--- config.mk ---
export PLATFORM = sky130hd
export DESIGN_NAME = router_pkt_tx
export DESIGN_NICKNAME = d
export VERILOG_FILES = /design/src/rtl/router_pkt_tx_pkg.sv /design/src/rtl/router_pkt_tx_parity.sv /design/src/rtl/router_pkt_tx.sv
export SDC_FILE = /design/constraint.sdc
export NUM_CORES = 1
export LEC_CHECK = 0
export CAP_MARGIN = 20
export CORE_MARGIN = 10
export CORE_UTILIZATION = 45
export CTS_CLUSTER_SIZE = 16
export DETAILED_ROUTE_END_ITERATION = 10
export GPL_ROUTABILITY_DRIVEN = 0
export PLACE_DENSITY = 0.73
export SLEW_MARGIN = 20
export SYNTH_ARGS = -nofsm -noshare
export SYNTH_HDL_FRONTEND = slang
export SYNTH_SLANG_ARGS = --single-unit
--- constraint.sdc ---
create_clock -name clk -period 4.3 [get_ports clk]
set_input_delay 0.43 -clock clk [delete_from_list [all_inputs] [get_ports clk]]
set_output_delay 0.43 -clock clk [all_outputs]
set_load 0.01 [all_outputs]
--- src/rtl/router_pkt_tx_pkg.sv ---
// Shared router definitions: header field layout, config limits,
// transmit FSM encoding and the parity corruption mask.
package router_pkt_tx_pkg;

    // Header byte layout: {length[5:0], dest_addr[1:0]}
    localparam int LEN_MSB  = 7;
    localparam int LEN_LSB  = 2;
    localparam int ADDR_MSB = 1;
    localparam int ADDR_LSB = 0;

    localparam logic [1:0] ADDR_INVALID        = 2'd3;
    localparam logic [5:0] MAX_LEN             = 6'd63;
    localparam logic [7:0] PARITY_CORRUPT_MASK = 8'h01;

    typedef enum logic [2:0] {
        ST_IDLE    = 3'd0,
        ST_HEADER  = 3'd1,
        ST_PAYLOAD = 3'd2,
        ST_PARITY  = 3'd3,
        ST_GAP     = 3'd4
    } tx_state_t;

    // Assemble the header byte from length and destination
    function automatic logic [7:0] make_header(input logic [5:0] len,
                                               input logic [1:0] addr);
        logic [7:0] hdr;
        hdr = 8'h00;
        hdr[LEN_MSB:LEN_LSB]   = len;
        hdr[ADDR_MSB:ADDR_LSB] = addr;
        return hdr;
    endfunction

    // A packet request is legal only for a real port and a non-empty payload
    function automatic logic cfg_valid(input logic [5:0] len,
                                       input logic [1:0] addr);
        return (addr != ADDR_INVALID) && (len != 6'd0) && (len <= MAX_LEN);
    endfunction

endpackage

--- src/rtl/router_pkt_tx_parity.sv ---
// Byte-wide parity accumulator: clear, load a starting value, or fold in a byte.
module router_pkt_tx_parity
    import router_pkt_tx_pkg::*;
(
    input  logic       clk,
    input  logic       rst,
    input  logic       clr,
    input  logic       load,
    input  logic [7:0] load_val,
    input  logic       xor_en,
    input  logic [7:0] xor_val,
    output logic [7:0] acc
);

    // Running XOR register; clear wins over load, load wins over xor
    always_ff @(posedge clk) begin
        if (!rst) begin
            acc <= 8'h00;
        end else if (clr) begin
            acc <= 8'h00;
        end else if (load) begin
            acc <= load_val;
        end else if (xor_en) begin
            acc <= acc ^ xor_val;
        end else begin
            acc <= acc;
        end
    end

endmodule

--- src/rtl/router_pkt_tx.sv ---
// Router source-side packet generator: sends header, an incrementing payload
// seeded per packet, and a parity byte, honouring the router busy signal.
module router_pkt_tx
    import router_pkt_tx_pkg::*;
#(
    parameter int GAP_CYCLES = 2,
    parameter int CNT_W      = 16
) (
    input  logic             clk,
    input  logic             rst,
    input  logic             start,
    input  logic [1:0]       dest_addr,
    input  logic [5:0]       length,
    input  logic [7:0]       seed,
    input  logic             corrupt,
    input  logic             busy,
    output logic [7:0]       data_out,
    output logic             pkt_valid,
    output logic             tx_active,
    output logic             pkt_done,
    output logic             cfg_err,
    output logic [CNT_W-1:0] pkt_count
);

    localparam logic [3:0]       GAP_LOAD = 4'(GAP_CYCLES);
    localparam logic [CNT_W-1:0] CNT_ONE  = CNT_W'(1);

    tx_state_t  state_r;
    logic [5:0] len_r;
    logic [7:0] seed_r;
    logic       corrupt_r;
    logic [5:0] idx_r;
    logic [3:0] gap_r;

    logic [7:0] hdr_s;
    logic       start_ok_s;
    logic [7:0] payload_byte_s;
    logic [7:0] par_acc_s;
    logic [7:0] par_final_s;
    logic       par_clr_s;
    logic       par_load_s;
    logic       par_xor_s;
    logic [7:0] par_xor_val_s;

    // Decode of the current request and the next payload/parity bytes
    always_comb begin
        hdr_s          = make_header(length, dest_addr);
        start_ok_s     = start && cfg_valid(length, dest_addr);
        payload_byte_s = seed_r + {2'b00, idx_r};
        if (corrupt_r) begin
            par_final_s = par_acc_s ^ PARITY_CORRUPT_MASK;
        end else begin
            par_final_s = par_acc_s;
        end
    end

    // Parity accumulator control, mirroring each byte the FSM transfers
    always_comb begin
        par_clr_s     = 1'b0;
        par_load_s    = 1'b0;
        par_xor_s     = 1'b0;
        par_xor_val_s = 8'h00;
        case (state_r)
            ST_IDLE: begin
                if (start_ok_s) begin
                    par_load_s = 1'b1;
                end else begin
                    par_load_s = 1'b0;
                end
            end
            ST_HEADER: begin
                if (!busy) begin
                    par_xor_s     = 1'b1;
                    par_xor_val_s = seed_r;
                end else begin
                    par_xor_s = 1'b0;
                end
            end
            ST_PAYLOAD: begin
                if (!busy && (idx_r < len_r)) begin
                    par_xor_s     = 1'b1;
                    par_xor_val_s = payload_byte_s;
                end else begin
                    par_xor_s = 1'b0;
                end
            end
            ST_PARITY: begin
                if (!busy) begin
                    par_clr_s = 1'b1;
                end else begin
                    par_clr_s = 1'b0;
                end
            end
            default: begin
                par_clr_s = 1'b0;
            end
        endcase
    end

    router_pkt_tx_parity u_parity (
        .clk      (clk),
        .rst      (rst),
        .clr      (par_clr_s),
        .load     (par_load_s),
        .load_val (hdr_s),
        .xor_en   (par_xor_s),
        .xor_val  (par_xor_val_s),
        .acc      (par_acc_s)
    );

    // Transmit FSM with registered byte stream, status pulses and packet counter
    always_ff @(posedge clk) begin
        if (!rst) begin
            state_r   <= ST_IDLE;
            len_r     <= 6'd0;
            seed_r    <= 8'h00;
            corrupt_r <= 1'b0;
            idx_r     <= 6'd0;
            gap_r     <= 4'd0;
            data_out  <= 8'h00;
            pkt_valid <= 1'b0;
            tx_active <= 1'b0;
            pkt_done  <= 1'b0;
            cfg_err   <= 1'b0;
            pkt_count <= '0;
        end else begin
            pkt_done <= 1'b0;
            cfg_err  <= 1'b0;
            case (state_r)
                ST_IDLE: begin
                    if (start_ok_s) begin
                        len_r     <= length;
                        seed_r    <= seed;
                        corrupt_r <= corrupt;
                        idx_r     <= 6'd0;
                        data_out  <= hdr_s;
                        pkt_valid <= 1'b1;
                        tx_active <= 1'b1;
                        state_r   <= ST_HEADER;
                    end else if (start) begin
                        cfg_err   <= 1'b1;
                        data_out  <= 8'h00;
                        pkt_valid <= 1'b0;
                    end else begin
                        data_out  <= 8'h00;
                        pkt_valid <= 1'b0;
                    end
                end
                ST_HEADER: begin
                    if (!busy) begin
                        data_out <= seed_r;
                        idx_r    <= 6'd1;
                        state_r  <= ST_PAYLOAD;
                    end else begin
                        state_r <= ST_HEADER;
                    end
                end
                ST_PAYLOAD: begin
                    if (busy) begin
                        state_r <= ST_PAYLOAD;
                    end else if (idx_r < len_r) begin
                        data_out <= payload_byte_s;
                        idx_r    <= idx_r + 6'd1;
                    end else begin
                        data_out  <= par_final_s;
                        pkt_valid <= 1'b0;
                        state_r   <= ST_PARITY;
                    end
                end
                ST_PARITY: begin
                    if (!busy) begin
                        data_out  <= 8'h00;
                        pkt_done  <= 1'b1;
                        pkt_count <= pkt_count + CNT_ONE;
                        gap_r     <= GAP_LOAD;
                        state_r   <= ST_GAP;
                    end else begin
                        state_r <= ST_PARITY;
                    end
                end
                ST_GAP: begin
                    if (gap_r <= 4'd1) begin
                        gap_r     <= 4'd0;
                        tx_active <= 1'b0;
                        state_r   <= ST_IDLE;
                    end else begin
                        gap_r <= gap_r - 4'd1;
                    end
                end
                default: begin
                    data_out  <= 8'h00;
                    pkt_valid <= 1'b0;
                    tx_active <= 1'b0;
                    state_r   <= ST_IDLE;
                end
            endcase
        end
    end

endmodule
After elaboration in Yosys (flattened, before gate mapping)
Cells that the tools add are included.
{ "word_totals": {"out_inout_bits": 28, "elab_cells": 103, "in_bits": 21, "reg_bits": 64} }
{ "classes": {"muxes": 40, "add_sub_neg": 4, "n_bitwise": 8, "n_reduce_logical": 22, "eq_ne": 13, "magnitude_cmp": 3} }
{ "ops": {"columns": ["op", "n"], "rows": [
  ["8-bit two-way mux", 9],
  ["8-bit one-hot mux with 5 select lines", 1],
  ["6-bit two-way mux", 4],
  ["6-bit one-hot mux with 3 select lines", 1],
  ["16-bit by 1-bit adder with 16-bit output, second input constant", 1],
  ["2-bit inequality test, second input constant", 8],
  ["8-bit one-hot mux with 2 select lines", 1],
  ["3-bit two-way mux", 5],
  ["3-bit one-hot mux with 5 select lines", 1],
  ["1-bit two-way mux", 11],
  ["3-bit AND reduction", 3],
  ["3-bit OR reduction", 3],
  ["8-bit by 6-bit adder with 8-bit output", 1],
  ["4-bit two-way mux", 2],
  ["4-bit one-hot mux with 2 select lines", 1],
  ["8-bit bitwise XOR", 1],
  ["1-bit inverter", 7],
  ["6-bit by 1-bit adder with 6-bit output, second input constant", 1],
  ["3-bit by 2-bit equality test with 1-bit output, second input constant", 2],
  ["6-bit less-or-equal comparator, second input constant", 1],
  ["6-bit less-than comparator", 1],
  ["1-bit one-hot mux with 3 select lines", 2],
  ["2-bit AND reduction", 3],
  ["6-bit nonzero test", 1],
  ["other kinds (15)", 19]
]} }

Logic depth before layout (Yosys ltp)
{ "logic_depth": {"depth_word": 7, "ltp_mapped": 10, "depth_no_buf": 9} }

By module
Synthesis repeated with hierarchy kept, for this count alone.
{ "hier_totals": {"hier_cells": 421, "hier_area_um2": 3648.5} }
{ "by_module_without_submodules": {"columns": ["mod", "cells_each", "seq_area_each_um2", "area_each_um2", "instances"], "rows": [
  ["router_pkt_tx", 376, 1121.1, 3204.3, 1],
  ["router_pkt_tx_parity", 45, 160.2, 444.2, 1]
]} }

Worst setup path after synthesis
Ideal clock, no wire load.
{ "synth_timing": {"kind": "register to register", "startpoint": "register idx_r[0]", "endpoint": "register u_parity.acc[6]", "stages_incl_launch_ff": 10, "period_less_slack_ns": 2.176, "t_arrival_ns": 2.091, "path_buffers": 0, "slack_ns": 2.124, "setup_ns": 0.086, "t_required_ns": 4.214, "path_cell_list": "dfxtp_1 > ha_1 > fa_1 > a211oi_1 > o21bai_1 > a21oi_1 > a211oi_1 > a211o_1 > xor2_1 > a211oi_1"} }
{ "synth_between": {"elab_chain_len": 7, "word_cells_on_any_way": 11, "classes_between": "1 x add/sub; 1 x order compare; 6 x mux; 1 x bitwise; 2 x reduce/logical"} }
{ "synth_lines": {"columns": ["element", "line", "rtl"], "rows": [
  ["start: declaration", "router_pkt_tx.sv:32", "logic [5:0] idx_r;"],
  ["start signal: assignment", "router_pkt_tx.sv:163", "idx_r <= idx_r + 6'd1;"],
  ["branches (longest 7 deep; another with 8-bit by 6-bit adder with 8-bit output)", null, null],
  ["end signal: assignment", "router_pkt_tx_parity.sv:22", "acc <= load_val;"],
  ["end signal: assignment", "router_pkt_tx_parity.sv:24", "acc <= acc ^ xor_val;"],
  ["end: declaration", "router_pkt_tx_parity.sv:12", "output logic [7:0] acc"]
]} }
Several ways; the timed one is not identified. The select of a mux whose other input is x is not followed.
A chain may end at the register's enable or synchronous reset.

Worst setup path after layout
{ "layout_timing": {"startpoint": "input port busy", "endpoint": "register pkt_count[13]"} }
{ "layout_between": {"elab_chain_len": 2} }
{ "layout_lines": {"columns": ["element", "line", "rtl"], "rows": [
  ["start: declaration", "router_pkt_tx.sv:16", "input logic busy,"],
  ["1-bit inverter (no source line)", null, null],
  ["2-bit AND reduction (no source line)", null, null],
  ["end signal: assignment", "router_pkt_tx.sv:174", "pkt_count <= pkt_count + CNT_ONE;"],
  ["end: declaration", "router_pkt_tx.sv:22", "output logic [CNT_W-1:0] pkt_count"]
]} }
No other way between the ends.

==> flow_summary.json <==
{
  "syn_avg_cell_area_um2": 8.87,
  "syn_nets": 417,
  "cts_resized": 0,
  "clk_latency_ps": 350,
  "endpoint_kind": "flop",
  "final.setup.worst_slack_ps": 1730,
  "crit_slowest_cell": "clkdlybuf4s50_1",
  "vias": 2869,
  "yosysTopAreaCell": "dfxtp_1",
  "synth_commonest_cells": "dfxtp_1, nand2_1, and2_1, nor2_1",
  "drc_errors": 0,
  "slew_headroom_pct": 35.7,
  "die_area_um2": 11400,
  "synth_top_cell_area_share_pct": 38.0,
  "die_h_um": 107,
  "hp-class": "reg2reg",
  "async_flop_share_pct": 0,
  "ir_drop_uv": 157,
  "n_antenna_cell": 0,
  "p_per_area_nw_per_um2": 364,
  "h-tree-depth": 3,
  "drt-wirelength-per-cell_um": 15.5,
  "cp-start-kind": "input port",
  "synth_top_flop_cell": "dfxtp_1",
  "syn2layout_area_growth_pct": 23.0,
  "place_worst_setup_slack_ps": 1360,
  "wl_mm": 8.17,
  "cp_data_required_time_ps": 4550,
  "netlist-cell-type-count": 57,
  "final_antenna_net_count": 0,
  "grt_pass1_vias": 2711,
  "yosys-top-cells-area": "dfxtp_1, nand2_1, ha_1",
  "io_buffers": 48,
  "dpl.hpwl_mm": 6.11,
  "worstPathArrival_ps": 2820,
  "cts_setup_buffers": 0,
  "leakage_uw": 0.00163,
  "yosysMostFrequentCell": "dfxtp_1",
  "utilization_pct": 57.2,
  "tightest_slew_ps": 962,
  "grtUsageTotal_pct": 15.0,
  "fill_cells": 669,
  "initial_core_util_pct": 46.5,
  "slew_violations": 0,
  "path_class": "in2reg",
  "max_stage_delay_ps": 760,
  "max_freq_mhz": 389,
  "yosysWarnings": 0,
  "clk_path_buf_depth": 2,
  "setup_viol": 0,
  "fp-row-count": 31,
  "grt_max_degree": 31,
  "hold_viol_final": 0,
  "rsz0062_at_grt": "false",
  "dp.cells": 511,
  "cts.clk_slew.worst_paths_ps": 80,
  "synth_edf_count": 0,
  "avgViaCountPerCell": 5.44,
  "finalCriticalPeriod_ps": 2570,
  "holdBufCountCts": 0,
  "grt_pass1_wl_mm": 13.7,
  "syn_area_um2": 3370,
  "die-width_um": 107,
  "cp_cell_sequence": "clkdlybuf4s50_1 -> and4bb_2 -> and4_1 -> nand2_1 -> nor2_1 -> nand3_1 -> xnor2_1 -> and2_1",
  "cts_made_buffers": 9,
  "drtPass1Iterations": 4,
  "clock-sinks": 64,
  "cts_tree": "done",
  "io_pins": 49,
  "finalCritPeriodShare_pct": 59.8,
  "final_cell_count_no_fill": 527,
  "netlist_instances": 380,
  "drt_iter0_drc": 191,
  "overflow": 0,
  "antenna_found_initial": 0,
  "ys_seq_elements": 64,
  "cp_max_fo": 19,
  "clock-skew-final_ps": 9.36,
  "fin_nets": 460,
  "setup_tns_ps": 0,
  "seq_area_frac_synth_pct": 38.0,
  "outcome": "complete, no violations",
  "max_cap_viol_count": 0,
  "layout-drive-gt1-share_pct": 7.48,
  "core-area_um2": 7250,
  "clock-root-buffer": "clkbuf_8"
}
[metal layers]
| metal | track usage [%] | wire length, µm | part of all wire [%] | vias to the layer above |
|---|---|---|---|---|
| li1 | - | - | - | 1430 |
| met1 | 18.9 | 3780 | 46 | 1347 |
| met2 | 22.6 | 3750 | 46 | 75 |
| met3 | 4.17 | 401 | 4.9 | 17 |
| met4 | 8.41 | 238 | 2.9 | 0 |
| met5 | 0 | 0 | 0 | - |
[through the flow]
step           power, µW  cell area, µm²  hold WS [ps]
3_5_place_dp         875            3890           441
6_report            1510            4150           455
4_1_cts             1520            4150           458
5_1_grt             1580            4150           483
3_3_place_gp         868            3890           433
2_1_floorplan        801            3370           435
[flip-flops by register name, indices dropped and copies added, names as in the netlist, 3 cells and up]
signal,flops
gap_r,4
idx_r,6
pkt_count,16
state_r,3
seed_r,8
data_out,8
u_parity.acc,8
len_r,6
[worst paths after layout]
kind,from,endpoint,slack (ps),cells past startpoint
min reg2reg,data_out[4]$_SDFFE_PN0P_,data_out[4]$_SDFFE_PN0P_,450,1
max,busy,pkt_count[13]$_SDFFE_PN0P_,1730,8
max reg2reg,idx_r[0]$_SDFFE_PN0P_,u_parity.acc[6]$_SDFFE_PP0P_,1810,9
min,data_out[4]$_SDFFE_PN0P_,data_out[4]$_SDFFE_PN0P_,450,1
[worst max-delay path: cells and delay by family]
kind,cells,cell delay (ps)
AND/OR/NAND/NOR,6,1490
buffers and inverters,1,760
XOR/XNOR,1,130
[placed cells by master, fill, tap and decap left out, types with 8 or more instances in the layout]
master	synthesis	layout
nor2_1	20	20
a21o_1	8	8
dfxtp_1	64	64
clkdlybuf4s50_1	0	48
a21oi_1	12	12
xnor2_1	15	15
inv_1	9	9
ha_1	15	15
xor2_1	13	13
a21boi_0	11	11
nand3_1	9	9
nand2_1	54	54
a31oi_1	13	13
clkbuf_8	0	10
and2_1	20	20
o211ai_1	8	8
[cells by family after synthesis]
group,share of synthesized area (%)
AND/OR/NAND/NOR,22.2
AO/OA/AOI/OAI,21.6
flip-flops,38.0
XOR/XNOR,7.27
buffers and inverters,3.82
adder cells (fa/ha/maj),6.16
multiplexers,0.891
[cell type report]
cell class | instances | area (µm²) | area share (%)
clock buffers | 10 | 138 | 3.32
clock inverters | 6 | 115 | 2.78
inverters | 10 | 40.0 | 0.965
multi-input cells | 289 | 1960 | 47.3
flip-flops and latches | 64 | 1280 | 30.9
well taps | 99 | 124 | 2.99
repair buffers | 49 | 488 | 11.8
[where the power goes]
| part | internal [µW] | total, µW | switching [µW] |
|---|---|---|---|
| logic | 93.7 | 209 | 115 |
| registers | 622 | 652 | 30.2 |
| clock network | 404 | 649 | 246 |
| total | 1120 | 1510 | 391 |
Power figures use the tool's default switching activity.
